**config.mk**
```make
export PLATFORM = sky130hd
export DESIGN_NAME = fighter_anim_seq
export DESIGN_NICKNAME = d
export VERILOG_FILES = /design/src/rtl/fighter_anim_seq.sv
export SDC_FILE = /design/constraint.sdc
export NUM_CORES = 1
export LEC_CHECK = 0
export ABC_AREA = 1
export BUFFER_PORTS_ARGS = -buffer_cell sky130_fd_sc_hd__buf_2
export CORE_ASPECT_RATIO = 2
export CORE_UTILIZATION = 28
export DETAILED_ROUTE_END_ITERATION = 6
export HOLD_SLACK_MARGIN = 0.15
export PLACE_DENSITY = 0.56
export SETUP_SLACK_MARGIN = 0.3
export SLEW_MARGIN = 5
export SYNTH_ARGS = -nofsm -noshare
export SYNTH_HDL_FRONTEND = slang
export SYNTH_SLANG_ARGS = --single-unit
```
**constraint.sdc**
```tcl
create_clock -name vga_clk -period 2.6 [get_ports vga_clk]
set_input_delay 0.52 -clock vga_clk [delete_from_list [all_inputs] [get_ports vga_clk]]
set_output_delay 0.52 -clock vga_clk [all_outputs]
set_load 0.05 [all_outputs]
```
**src/rtl/fighter_anim_seq.sv**
```systemverilog
// Animation sequencer for one fighter sprite: picks which pose of the packed
// sprite-ROM pixels reaches the colour mapper. Handles idle breathe (with
// health-based rage), multi-frame walk, one-shot attack and hit-stun, all
// stepped by a synchronised per-frame tick.
module fighter_anim_seq #(
  parameter int COLOR_W       = 4,
  parameter int WALK_FRAMES   = 2,
  parameter int WALK_PERIOD   = 6,
  parameter int BREATHE_HALF  = 13,
  parameter int ATTACK_FRAMES = 3,
  parameter int ATTACK_PERIOD = 4,
  parameter int HIT_TICKS     = 8,
  parameter int RAGE_THRESH   = 120,
  localparam int NUM_SPRITES  = 4 + WALK_FRAMES + ATTACK_FRAMES,
  localparam int SEL_W        = $clog2(NUM_SPRITES)
) (
  input  logic                               vga_clk,
  input  logic                               reset_n,
  input  logic                               vsync,
  input  logic [9:0]                         motionx1,
  input  logic [7:0]                         healthL,
  input  logic                               attack_req,
  input  logic                               hit_req,
  input  logic [NUM_SPRITES*3*COLOR_W-1:0]   rgb_in,
  output logic [COLOR_W-1:0]                 red,
  output logic [COLOR_W-1:0]                 green,
  output logic [COLOR_W-1:0]                 blue,
  output logic [SEL_W-1:0]                   sprite_sel,
  output logic [1:0]                         anim_state,
  output logic                               busy
);

  localparam int PIX_W = 3 * COLOR_W;
  localparam int BR_W  = $clog2(2 * BREATHE_HALF);
  localparam int WP_W  = $clog2(WALK_PERIOD + 1);
  localparam int WF_W  = $clog2(WALK_FRAMES + 1);
  localparam int AP_W  = $clog2(ATTACK_PERIOD + 1);
  localparam int AF_W  = $clog2(ATTACK_FRAMES + 1);
  localparam int HT_W  = $clog2(HIT_TICKS + 1);

  localparam logic [1:0] StIdle   = 2'd0;
  localparam logic [1:0] StWalk   = 2'd1;
  localparam logic [1:0] StAttack = 2'd2;
  localparam logic [1:0] StHit    = 2'd3;

  localparam logic [BR_W-1:0] BrLast = BR_W'(2 * BREATHE_HALF - 1);
  localparam logic [WP_W-1:0] WpLast = WP_W'(WALK_PERIOD - 1);
  localparam logic [WF_W-1:0] WfLast = WF_W'(WALK_FRAMES - 1);
  localparam logic [AP_W-1:0] ApLast = AP_W'(ATTACK_PERIOD - 1);
  localparam logic [AF_W-1:0] AfLast = AF_W'(ATTACK_FRAMES - 1);
  localparam logic [HT_W-1:0] HtLast = HT_W'(HIT_TICKS - 1);

  logic vs_meta, vs_sync, vs_prev, tick;
  logic att_pend, hit_pend, att_now, hit_now;

  logic [1:0]      state_q, state_d;
  logic [BR_W-1:0] br_q, br_d;
  logic [WP_W-1:0] wp_q, wp_d;
  logic [WF_W-1:0] wf_q, wf_d;
  logic [AP_W-1:0] ap_q, ap_d;
  logic [AF_W-1:0] af_q, af_d;
  logic [HT_W-1:0] ht_q, ht_d;
  logic            leave;
  logic [SEL_W-1:0] pose_d;
  logic [PIX_W-1:0] pix;

  // vsync synchroniser and edge detect. Flops reset high so a vsync that is
  // already high when reset releases is not mistaken for a rising edge.
  always_ff @(posedge vga_clk or negedge reset_n) begin
    if (!reset_n) begin
      vs_meta <= 1'b1;
      vs_sync <= 1'b1;
      vs_prev <= 1'b1;
    end else begin
      vs_meta <= vsync;
      vs_sync <= vs_meta;
      vs_prev <= vs_sync;
    end
  end

  assign tick = vs_sync & ~vs_prev;

  // A request arriving on the tick cycle itself is consumed by that tick.
  assign att_now = att_pend | attack_req;
  assign hit_now = hit_pend | hit_req;

  // Sticky request flags, cleared by every tick.
  always_ff @(posedge vga_clk or negedge reset_n) begin
    if (!reset_n) begin
      att_pend <= 1'b0;
      hit_pend <= 1'b0;
    end else if (tick) begin
      att_pend <= 1'b0;
      hit_pend <= 1'b0;
    end else begin
      if (attack_req) att_pend <= 1'b1;
      if (hit_req)    hit_pend <= 1'b1;
    end
  end

  // Next state and counters; everything holds unless this is a tick cycle.
  always_comb begin
    state_d = state_q;
    br_d    = br_q;
    wp_d    = wp_q;
    wf_d    = wf_q;
    ap_d    = ap_q;
    af_d    = af_q;
    ht_d    = ht_q;
    leave   = 1'b0;
    if (tick) begin
      if (hit_now) begin
        state_d = StHit;
        ht_d    = '0;
      end else if (att_now && (state_q == StIdle || state_q == StWalk)) begin
        state_d = StAttack;
        ap_d    = '0;
        af_d    = '0;
      end else begin
        case (state_q)
          StIdle: begin
            if (motionx1 != 10'd0) begin
              state_d = StWalk;
              wp_d    = '0;
              wf_d    = '0;
            end else begin
              br_d = (br_q == BrLast) ? '0 : br_q + 1'b1;
            end
          end
          StWalk: begin
            if (motionx1 == 10'd0) begin
              state_d = StIdle;
              br_d    = '0;
            end else if (wp_q == WpLast) begin
              wp_d = '0;
              wf_d = (wf_q == WfLast) ? '0 : wf_q + 1'b1;
            end else begin
              wp_d = wp_q + 1'b1;
            end
          end
          StAttack: begin
            if (ap_q == ApLast) begin
              ap_d = '0;
              if (af_q == AfLast) leave = 1'b1;
              else                af_d  = af_q + 1'b1;
            end else begin
              ap_d = ap_q + 1'b1;
            end
          end
          default: begin
            if (ht_q == HtLast) leave = 1'b1;
            else                ht_d  = ht_q + 1'b1;
          end
        endcase
        if (leave) begin
          if (motionx1 != 10'd0) begin
            state_d = StWalk;
            wp_d    = '0;
            wf_d    = '0;
          end else begin
            state_d = StIdle;
            br_d    = '0;
          end
        end
      end
    end
  end

  // Pose for the state/counters about to be registered.
  always_comb begin
    pose_d = '0;
    case (state_d)
      StIdle: begin
        if (int'(br_d) >= BREATHE_HALF)        pose_d = SEL_W'(2);
        else if (int'(healthL) >= RAGE_THRESH) pose_d = SEL_W'(1);
        else                                   pose_d = '0;
      end
      StWalk:   pose_d = SEL_W'(3) + SEL_W'(wf_d);
      StAttack: pose_d = SEL_W'(3 + WALK_FRAMES) + SEL_W'(af_d);
      default:  pose_d = SEL_W'(NUM_SPRITES - 1);
    endcase
  end

  // State, counters and registered outputs, advanced only on tick.
  always_ff @(posedge vga_clk or negedge reset_n) begin
    if (!reset_n) begin
      state_q    <= StIdle;
      br_q       <= '0;
      wp_q       <= '0;
      wf_q       <= '0;
      ap_q       <= '0;
      af_q       <= '0;
      ht_q       <= '0;
      sprite_sel <= '0;
      busy       <= 1'b0;
    end else if (tick) begin
      state_q    <= state_d;
      br_q       <= br_d;
      wp_q       <= wp_d;
      wf_q       <= wf_d;
      ap_q       <= ap_d;
      af_q       <= af_d;
      ht_q       <= ht_d;
      sprite_sel <= pose_d;
      busy       <= (state_d == StAttack) || (state_d == StHit);
    end
  end

  assign anim_state = state_q;

  // Zero-latency pixel mux; out-of-range selects fall back to pose 0.
  always_comb begin
    pix = rgb_in[PIX_W-1:0];
    for (int k = 0; k < NUM_SPRITES; k++) begin
      if (sprite_sel == SEL_W'(k)) pix = rgb_in[k*PIX_W +: PIX_W];
    end
  end

  assign {red, green, blue} = pix;

endmodule

```
# Word-level counts from Yosys, hierarchy flattened
# Cells that the tools add are included.
# op_classes
add_sub_neg	8
order_cmp	2
n_eq_ne	22
n_mux	68
bitwise_logic	6
n_reduce_logical	15
# ops
operator	n
12-bit two-way mux	8
2-bit two-way mux	22
5-bit two-way mux	8
3-bit two-way mux	8
4-bit by 3-bit equality test with 1-bit output (second input constant)	5
4-bit two-way mux	4
1-bit two-way mux	12
4-bit one-hot mux with 3 select lines	1
10-bit logical NOT	1
5-bit one-hot mux with 2 select lines	1
10-bit nonzero test	1
2-bit equality test (second input constant)	4
4-bit by 2-bit equality test with 1-bit output (second input constant)	2
8-bit by 7-bit >= comparator with 1-bit output (second input constant)	1
2-bit one-hot mux with 2 select lines	2
3-bit by 1-bit adder with 3-bit output (second input constant)	2
2-bit by 1-bit equality test with 1-bit output (second input constant)	3
3-bit one-hot mux with 2 select lines	1
3-bit AND reduction	2
2-bit nonzero test	3
5-bit by 1-bit adder with 5-bit output (second input constant)	1
5-bit equality test (second input constant)	1
5-bit by 4-bit >= comparator with 1-bit output (second input constant)	1
2-bit by 1-bit adder with 2-bit output (second input constant)	2
other kinds (19)	25
# totals
regBits	31
output_inout_bits	19
elab_cells	135

# Longest topological paths before layout
# Gate-level depths: netlist (run 1).
# depth
word_depth	14
depth_mapped	17
depth_no_buf	17

# Worst setup path after synthesis (run 1)
# Ideal clock, no wire load.
# synth_timing
path_type	register to output
startpoint	reg sprite_sel[2]
endpoint	out blue[2]
arrival_time_ns	2.397
required_time_ns	2.080
setup_slack_ns	-0.317
path_stages_with_launch	10
path_buffers	1
cell_sequence	dfrtp_1 nor2_2 nand2_1 clkbuf_1 o211ai_1 nand3_1 o211ai_1 nand3_1 nand2_1 a21oi_1
# synth_via
elab_chain_cells	9
word_cells_on_any_way	16
classes_between	eq/ne: 8; mux: 8
# synth_lines
element	line	text
from (decl)	28	output logic [SEL_W-1:0] sprite_sel,
from (signal assigned)	204	sprite_sel <= pose_d;
4-bit by 1-bit equality test with 1-bit output	215	if (sprite_sel == SEL_W'(k)) pix = rgb_in[k*PIX_W +: PIX_W];
12-bit two-way mux (7 in series)	215	
12-bit two-way mux (*)	215	
to (decl)	27	output logic [COLOR_W-1:0] blue,
# Every way passes the cells marked *; elsewhere a longest branch is shown, timed or not.

# Worst setup path after layout (run 1)
# Same ends and word-level chain as after synthesis.

==> metrics.txt, run 1 <==
status=complete, no violations; reg2reg setup slack=about 0.5 ns; final worst-path cycle share=0.997; largest area contributor in the netlist=dfrtp_1; Hold Slack=0.292 ns; CTS tree=yes; post-DP HPWL=8590 um; Relative slew margins=0.514; share of layout cells above drive strength 1=0.365; Switching Power=about 0.0011 W; worst-skew pair later-pin latency=around 0.28 ns; GR Util All Layers=0.194; CTS Sinks=31; Via Count=~3700; Chip Height=approximately 150 um; # setup viols final=0; Port Buffer Count=between 100 and 150; number of fill cells=roughly 1100; Area Overhead vs Synth=51.1%; number of global-route vias before repair=roughly 3600; placed cell count=roughly 770; DR pass1 iterations=6; Mapped Area=0.00292 mm2; Peak supply drop=about 0.00029 V; Mapped Avg Cell Area=about 6 um2; largest net degree at the start of global routing=32; DR vias/cell=between 4 and 5; Synth cell types=34; Worst Clk Skew=a little over 0.009 ns; Initial DRC Count=120; antenna violations before repair=1; Startpoint Class=register; ys flop type=dfrtp_1; Final Hold Viols=0; PnR worst setup slack=roughly 0.0070 ns; Residual DRC=0; Seq/Total Area, Yosys=0.267; die outline width=between 70 and 80 um; I/O pins=150; power per cell area=between 500 and 600 mW/mm2; GP Congestion=0.820; Initial Util=0.288; Synth Instances=485; Max clock buf depth=2; Tightest Hold Check Type=in -> async; Max Slew Vio Count=0; number of synthesized register bits=31; Leakage Power=~2.3 nW; Req. time, crit path=~2.1 ns; Final min period=around 2.6 ns; # Max-Cap Violations=0; WP data arrival=~2.1 ns; sw frac=0.423; Clock transition at path regs=around 0.060 ns; die area=about 0.011 mm2; Fmax achieved=slightly below 400 MHz; R2R cell count=11; GR Overflow Total=0; Root Driver=clkbuf_16; WL per Instance=roughly 13 um; Post-Place Worst Slack=around 0.06 ns; first-pass GRT wire length=between 15000 and 20000 um; critical path fanouts, max=6; unrepaired setup endpoints after global routing=true; Synthesis Warnings=0; row count=52; Non-Filler Instances=~790; Post-synth ARST share=1.00; Internal Power=between 0.001 and 0.0015 W; nets@finish=approximately 790; Num CTS Buffers=5; largest cells by area after synthesis=dfrtp_1, nand2_1, inv_1, a21oi_1, nor2_1; commonest non-fill, non-tap cells in the layout=buf_2, nand2_1, inv_1, nor2_1, a21oi_1; H-tree Lvls=2; clock share of power=0.240; Sequential Power Share=0.236; Core ar.=~0.010 mm2; EDFF count, synth=0; worst reg2reg startpoint=vs_prev$_DFF_PN1_; post-route ant nets=0; Slew @ Worst Pin=0.729 ns; Tot Pwr=about 0.0025 W; Synthesized Nets=~620; worst reg2reg endpoint=sprite_sel[0]$_DFFE_PN0P_; final wirelength=around 10000 um; most common cell after layout, fill and taps aside=buf_2; Gate power share=0.524; type of the worst setup path=reg -> out; Synth top area share=0.240; Critical Path End Type=output pin
[metal layers]
| metal | GRT usage | share of wire |
|---|---|---|
| met5 | 0 | 0 |
| met2 | 0.399 | 0.57 |
| met3 | 0.0324 | 0.061 |
| met4 | 0.0934 | 0.035 |
| met1 | 0.162 | 0.34 |
[critical path: stages (launching register included)]
cell and delay (ns):
dfrtp_2 0.43, nor2_4 0.16, nand2_2 0.10, buf_6 0.14, o211ai_1 0.32, nand3_1 0.12, o211ai_1 0.11, nand3_1 0.11
nand2_2 0.09, a21oi_4 0.05, buf_8 0.15
[logic make-up (layout without fill, tap and decap cells)]
logic type	Yosys count	in the layout	share of synthesized area
buf+inv	83	247	0.112
flops	31	31	0.267
compound gates	124	124	0.236
simple gates	236	236	0.342
xor+xnor	3	3	0.00899
other cells	0	2	0
fa+ha+maj	8	8	0.0342
[stage by stage]
stage | setup TNS [ns] | instance area, um2 | util
4_1_cts | 0 | 4290 | 0.422
2_1_floorplan | 0 | 3020 | -
3_5_place_dp | 0 | 3980 | 0.392
3_3_place_gp | 0 | 3980 | 0.392
5_1_grt | -0.993 | 4410 | 0.435
6_report | 0 | 4420 | 0.435
[worst max path at each step]
stage | slack [ns] | from | to
floorplan | 0.26 | sprite_sel[0]$_DFFE_PN0P_ | blue[2]
global placement | 0.07 | sprite_sel[2]$_DFFE_PN0P_ | blue[0]
detailed placement | 0.06 | sprite_sel[2]$_DFFE_PN0P_ | blue[0]
CTS | 0.006 | sprite_sel[3]$_DFFE_PN0P_ | red[0]
global route | -0.15 | sprite_sel[2]$_DFFE_PN0P_ | red[2]
finish | 0.007 | sprite_sel[2]$_DFFE_PN0P_ | blue[2]
[final cells by class]
type | count | area [um2] | share of cell area
diodes | 2 | 5.00 | 0.00113
clock buffers | 7 | 143 | 0.0323
clock inverters | 1 | 5.00 | 0.00113
inverters | 66 | 256 | 0.0581
multi-input cells | 371 | 1960 | 0.444
flip-flops and latches | 31 | 785 | 0.178
well taps | 135 | 169 | 0.0382
repair buffers | 173 | 1090 | 0.248
[timing repair]
item / in CTS / in global routing
hold buffers: 0 / 0
setup endpoints to repair: 12 / 13
gates resized for setup: 38 / 22
pin swaps: 7 / 15
buffers inserted: 5 / 5
[power by group through the flow]
stage                     clock [W]  sequential (W)  combinational, W
after CTS                  0.000606        0.000587           0.00124
after global placement            0        0.000593           0.00109
after floorplan                   0        0.000632          0.000734
final                      0.000596        0.000586           0.00130
after global routing       0.000628        0.000594           0.00141
after detailed placement          0        0.000596           0.00109
[sequential cells by signal (all words and copies together), names as in the netlist, 2 cells and up]
signal / flops
af_q: 2
ap_q: 3
wp_q: 3
br_q: 5
wf_q: 2
ht_q: 4
anim_state: 2
sprite_sel: 4
[synthesized netlist by cell type, types with 2 or more instances]
cell type	instances
o22ai_1	3
dfrtp_1	28
nor3_1	4
dfstp_2	3
o21ai_1	29
a31oi_1	6
o211ai_1	12
clkbuf_1	11
xor2_1	3
nor2_2	6
buf_2	5
nand3_1	25
inv_2	3
nand2_1	140
nand4_1	3
or2_2	2
o21ai_0	33
inv_1	61
nand2_2	8
nor2_1	45
ha_1	8
a32o_1	2
a21oi_1	34
No activity file was read; power rests on OpenSTA's default activity.
==> run 2, diff against run 1 <==
- CELL_PAD_IN_SITES_DETAIL_PLACEMENT: default -> 0
- CELL_PAD_IN_SITES_GLOBAL_PLACEMENT: default -> 1
- MAX_ROUTING_LAYER: default -> met4
- PLACE_DENSITY: 0.56 -> 0.79
==> run 2 against run 1 <==
  * Final cell count decreased by 0.64%
  * First-iteration DRC count decreased by 32%
  * Wire length decreased by 1.4%
  * Sequential share of layout area about the same
  * Final area increased by 0.25%
  * Non-clock buffer count decreased by 4
  * Utilization increased by 0.11 points
  * Clock-buffer cell count decreased by 2
==> metrics.txt, run 2 (synthesis results as in run 1) <==
max reg flops=5 (unchanged); I/O pins=150 (unchanged); status=complete, no violations; worst-skew pair later-pin latency=0.29 ns (about the same); R2R cell count=14 (+3); CTS Sinks=31 (unchanged); Root Driver=clkbuf_16; Max Slew Vio Count=0 (unchanged); nets@finish=784 (-0.38%); DR pass1 iterations=7 (+1); type of the worst setup path=reg -> out; Regs by FF count=br_q x5, ht_q x4, sprite_sel x4; post-route ant nets=0 (unchanged); Startpoint Class=register; Core ar.=0.0101 mm2 (unchanged); Max clock buf depth=2 (unchanged); Via Count=3644 (-0.87%); CTS tree=yes; unrepaired setup endpoints after global routing=true; Clock transition at path regs=0.05 ns (about the same); Slew @ Worst Pin=0.735 ns (+0.00572 ns); Relative slew margins=0.510 (-0.00382); GP Congestion=0.832 (+1.5%); # Max-Cap Violations=0 (unchanged); Worst Clk Skew=0.00593 ns (-0.00327 ns); worst reg2reg endpoint=sprite_sel[1]$_DFFE_PN0P_; first-pass GRT wire length=16000 um (-0.25%); final setup TNS=0 ns (unchanged); Tot Pwr=0.00258 W (+4.0%); hold buffers post-CTS=0 (unchanged); Port Buffer Count=146 (unchanged); commonest non-fill, non-tap cells in the layout=buf_2, nand2_1, inv_1, nor2_1; most common cell after layout, fill and taps aside=buf_2; Initial DRC Count=82 (-32%); Residual DRC=0 (unchanged); post-DP HPWL=8380 um (-2.5%); Hold Slack=0.295 ns (+0.00254 ns); fin area=0.00443 mm2 (+0.25%); Inserted Diodes=0 (-2); # setup viols final=0 (unchanged); reg2reg setup slack=0.46 ns (-0.04 ns); Critical Path End Type=output pin; die outline width=74.3 um (unchanged); Initial Util=0.288 (unchanged); critical path fanouts, max=6 (unchanged); antenna violations before repair=0 (-1); share of layout cells above drive strength 1=0.375 (+0.00944); number of global-route vias before repair=3585 (-0.99%); row count=52 (unchanged); Fmax achieved=387 MHz (+0.40%); Final min period=2.58 ns (-0.0103 ns); Peak supply drop=0.000492 V (+70%); post-place instance area=0.00397 mm2 (-0.19%); WP data arrival=2.06 ns (about the same); power per cell area=583 mW/mm2 (+3.7%); Num CTS Buffers=5 (unchanged); H-tree Lvls=2 (unchanged); Leakage Power=2.31 nW (-0.69%); final worst-path cycle share=0.993 (-0.00395); DR vias/cell=4.67 (-0.24%); WL per Instance=13.2 um (-0.82%); GR Util All Layers=0.195 (+0.00144); Chip Height=147 um (unchanged); GR Overflow Total=0 (unchanged); worst reg2reg startpoint=vs_sync$_DFF_PN1_; final wirelength=10300 um (-1.4%); die area=0.0109 mm2 (unchanged); Final Hold Viols=0 (unchanged); Req. time, crit path=2.08 ns (about the same); largest net degree at the start of global routing=32 (unchanged); Largest Register=br_q; Tightest Hold Check Type=in -> async; Area Overhead vs Synth=51.5%
[run 2: layer usage]
metal | share of wire | up-vias | global-route usage
met3 | 0.065 | 24 | 0.0304
li1 | - | 1896 | -
met5 | 0 | - | -
met2 | 0.54 | 135 | 0.358
met4 | 0.039 | 0 | 0.0991
met1 | 0.36 | 1589 | 0.187
[run 2: critical path, stage by stage (launching register included)]
cell and delay [ns]:
dfrtp_2 0.44, inv_2 0.05, nor2_2 0.14, nand2_2 0.10, buf_6 0.14, nand3_1 0.09
o211ai_1 0.13, nand3_1 0.11, o211ai_1 0.10, nand3_1 0.11, nand2_2 0.07, a21oi_4 0.13
buf_8 0.16
[run 2: worst max path at each step]
stage,start,end,cells after the start
2_1_floorplan,sprite_sel[0]$_DFFE_PN0P_,blue[2],10
3_3_place_gp,sprite_sel[2]$_DFFE_PN0P_,blue[0],13
3_5_place_dp,sprite_sel[2]$_DFFE_PN0P_,blue[0],13
4_1_cts,sprite_sel[3]$_DFFE_PN0P_,green[2],13
5_1_grt,sprite_sel[3]$_DFFE_PN0P_,green[2],13
6_report,sprite_sel[1]$_DFFE_PN0P_,blue[2],12
[run 2: stage by stage]
step / instances / util / worst slack (ns)
final: 781 / 0.436 / 0.0172
after global routing: 781 / 0.436 / -0.123
after CTS: 778 / 0.429 / 0.00708
after detailed placement: 765 / 0.391 / 0.0742
after global placement: 765 / 0.391 / 0.102
after floorplan: 485 / - / 0.258
[run 2: layout make-up]
| type | count | area, um2 |
|---|---|---|
| Clock inverter | 3 | 43.8 |
| Clock buffer | 5 | 125 |
| Inverter | 66 | 259 |
| Multi-Input combinational cell | 371 | 1980 |
| Timing Repair Buffer | 169 | 1060 |
| Timing Repair inverter | 1 | 7.51 |
| Sequential cell | 31 | 786 |
| Fill cell | 1114 | 5720 |
| Tap cell | 135 | 169 |
[run 2: repair_timing]
action	4_1_cts	5_1_grt
hold endpoints to repair	0	0
setup endpoints to repair	12	14
gates resized for setup	53	16
buffers inserted	5	2
pin swaps	13	5
gates cloned	0	1
[run 2: power by group]
group          internal (W)  switching, W  total, W  leakage (nW)
registers          0.000538     0.0000483  0.000586         0.385
logic              0.000523      0.000786   0.00131          1.84
clock network      0.000452      0.000235  0.000686        0.0838
==> run 3, diff against run 2 <==
--- a/constraint.sdc
+++ b/constraint.sdc
@@ -3,2 +3,2 @@
 set_output_delay 0.52 -clock vga_clk [all_outputs]
-set_load 0.05 [all_outputs]
+set_load 0.02 [all_outputs]
==> run 3 against run 2 <==
  * Clock power hardly changed
  * Flip-flop and latch count stayed put
  * Fmax is 2.2% higher
  * Combinational power is 29% lower
  * Largest cell class unchanged
  * Highest routed layer unchanged
==> metrics.txt, run 3 (synthesis results as in run 1) <==
Tightest Hold Check Type=in -> async; unrepaired setup endpoints after global routing=true; H-tree Lvls=2 (unchanged); GR Util All Layers=0.194 (-0.00147); Final min period=2.53 ns (-0.0545 ns); number of fill cells=1132 (+1.6%); Req. time, crit path=2.08 ns (about the same); status=complete, no violations; Non-Filler Instances=788 (+0.90%); # setup viols final=0 (unchanged); CP max-delay cell=dfrtp_1; crit path launch=sprite_sel[3]$_DFFE_PN0P_; GR Overflow Total=0 (unchanged); Initial DRC Count=117 (+43%); Area Overhead vs Synth=46.8%; Num CTS Buffers=5 (unchanged); DR pass1 iterations=5 (-2); # Max-Cap Violations=0 (unchanged); Max Slew Vio Count=0 (unchanged); Root Driver=clkbuf_16; Via Count=3678 (+0.93%); nets@finish=789 (+0.64%); max incr delay on CP=0.41 ns (-0.03 ns); Core ar.=0.0101 mm2 (unchanged); Peak supply drop=0.000342 V (-31%); CP dominant cell by count=nand2_1; most common cell after layout, fill and taps aside=buf_2; cells along the critical path=inv_1, nand2_2, nor2_4, clkinvlp_4, o211ai_1, nand2_1, nor2_1, o21ai_1, nand2_1, nand2_1, buf_4; post-route ant nets=0 (unchanged); commonest non-fill, non-tap cells in the layout=buf_2, nand2_1, inv_1, nor2_1, o21ai_1; share of layout cells above drive strength 1=0.353 (-0.0213); Largest Register=br_q; max reg flops=5 (unchanged); GP Congestion=0.893 (+7.3%); critical path fanouts, max=6 (unchanged); post-place instance area=0.00388 mm2 (-2.2%); Startpoint Class=register; final wirelength=10600 um (+2.4%); Critical Path End Type=output pin; Worst Clk Skew=0.00654 ns (+0.000609 ns); Final Hold Viols=0 (unchanged); Slew @ Worst Pin=0.718 ns (-0.0167 ns); final worst-path cycle share=0.972 (-0.0210); number of global-route vias before repair=3590 (+0.14%); power per cell area=512 mW/mm2 (-12%); fin area=0.00429 mm2 (-3.1%); Residual DRC=0 (unchanged); Leakage Power=2.32 nW (+0.42%); WL per Instance=13.4 um (+1.5%); Fmax achieved=396 MHz (+2.2%); CTS tree=yes; I/O pins=150 (unchanged); Hold Slack=0.295 ns (+0.000833 ns); hold buffers post-CTS=0 (unchanged); worst-skew pair later-pin latency=0.28 ns (about the same); register area=783 um2 (-0.32%); die outline width=74.3 um (unchanged); WP data arrival=2.01 ns (-0.05 ns); Initial Util=0.288 (unchanged); largest net degree at the start of global routing=32 (unchanged); CTS Sinks=31 (unchanged); row count=52 (unchanged); worst reg2reg startpoint=vs_sync$_DFF_PN1_; kind of cell adding the most delay to the critical path=simple AND/OR/NAND/NOR gates; first-pass GRT wire length=15900 um (-0.65%); post-DP HPWL=8400 um (+0.31%); Relative slew margins=0.521 (+0.0112); Clock transition at path regs=0.05 ns (about the same); Chip Height=147 um (unchanged); multi-input logic area=0.00191 mm2 (-3.6%); type of the worst setup path=reg -> out; die area=0.0109 mm2 (unchanged); antenna violations before repair=2 (+2); Max clock buf depth=2 (unchanged); DR vias/cell=4.67 (about the same); Regs by FF count=br_q x5, ht_q x4, sprite_sel x4; Bufs and invs on worst path=3 (unchanged); Port Buffer Count=146 (unchanged); placed cell count=765 (unchanged)
## run 3: cell types whose count changed in the layout (fill, tap and decap cells not counted), moves of 3 or more
cell	previous run	this run
a21oi_2	1	4
nand2_1	120	136
nand2_2	19	9
buf_4	18	28
buf_2	134	139
buf_8	12	0
nand2_4	10	4
## run 3: where the power goes
group          leakage (nW)  switching (W)  total, W  internal [W]
Combinational          1.84       0.000535  0.000927      0.000392
Clock                0.0869       0.000210  0.000686      0.000476
Sequential            0.386      0.0000483  0.000586      0.000537
## run 3: layout make-up
cell class	instances	share of cell area
Multi-Input combinational cell	371	0.444
Timing Repair Buffer	173	0.229
Sequential cell	31	0.182
Inverter	66	0.0595
Tap cell	135	0.0393
Clock buffer	6	0.0324
Clock inverter	2	0.00816
Timing Repair inverter	2	0.00379
Antenna cell	2	0.00117
## run 3: metal layers
layer / wire length, um / share of wire / up-vias / global-route usage
li1: - / - / 1906 / -
met3: 568 / 0.054 / 23 / 0.0255
met2: 5920 / 0.56 / 125 / 0.371
met5: 0 / 0 / - / -
met1: 3760 / 0.35 / 1624 / 0.180
met4: 340 / 0.032 / 0 / 0.0849
## run 3: worst reg2reg max path: stages (launching register included)
cell	delay (ns)
dfstp_2	0.53
inv_2	0.06
nor2_8	0.14
nand2_4	0.07
nor2_4	0.24
buf_6	0.15
nand2_4	0.06
o21ai_4	0.07
o211ai_1	0.10
nand2_1	0.09
nand2_2	0.08
ha_4	0.24
o21ai_2	0.10
inv_1	0.04
nand2_1	0.05
nand2_1	0.04
nand2_1	0.05
## run 3: final timing paths
check                                             to  slack, ns  cells after the start
max                                           red[1]       0.07                     11
min                              br_q[0]$_DFFE_PN0P_       0.30                      1
max reg2reg                sprite_sel[1]$_DFFE_PN0P_       0.40                     16
min reg2reg                        vs_sync$_DFF_PN1_       0.36                      0
max in group asynchronous  sprite_sel[0]$_DFFE_PN0P_       1.80                      1
min in group vga_clk               vs_meta$_DFF_PN1_       0.34                      1
## run 3: metrics by stage
| stage | setup slack [ns] | TNS, ns | power, W | util |
|---|---|---|---|---|
| 2_1_floorplan | 0.318 | 0 | 0.00110 | - |
| 3_3_place_gp | 0.171 | 0 | 0.00141 | 0.383 |
| 3_5_place_dp | 0.153 | 0 | 0.00143 | 0.383 |
| 4_1_cts | 0.0501 | 0 | 0.00218 | 0.408 |
| 5_1_grt | -0.102 | -0.851 | 0.00235 | 0.423 |
| 6_report | 0.0717 | 0 | 0.00220 | 0.423 |
## run 3: timing repair
| item | in CTS | in global routing |
|---|---|---|
| gates resized for setup | 19 | 25 |
| gates cloned | 1 | 1 |
| setup endpoints to repair | 12 | 14 |
| setup buffers | 4 | 7 |
| pin swaps | 6 | 12 |
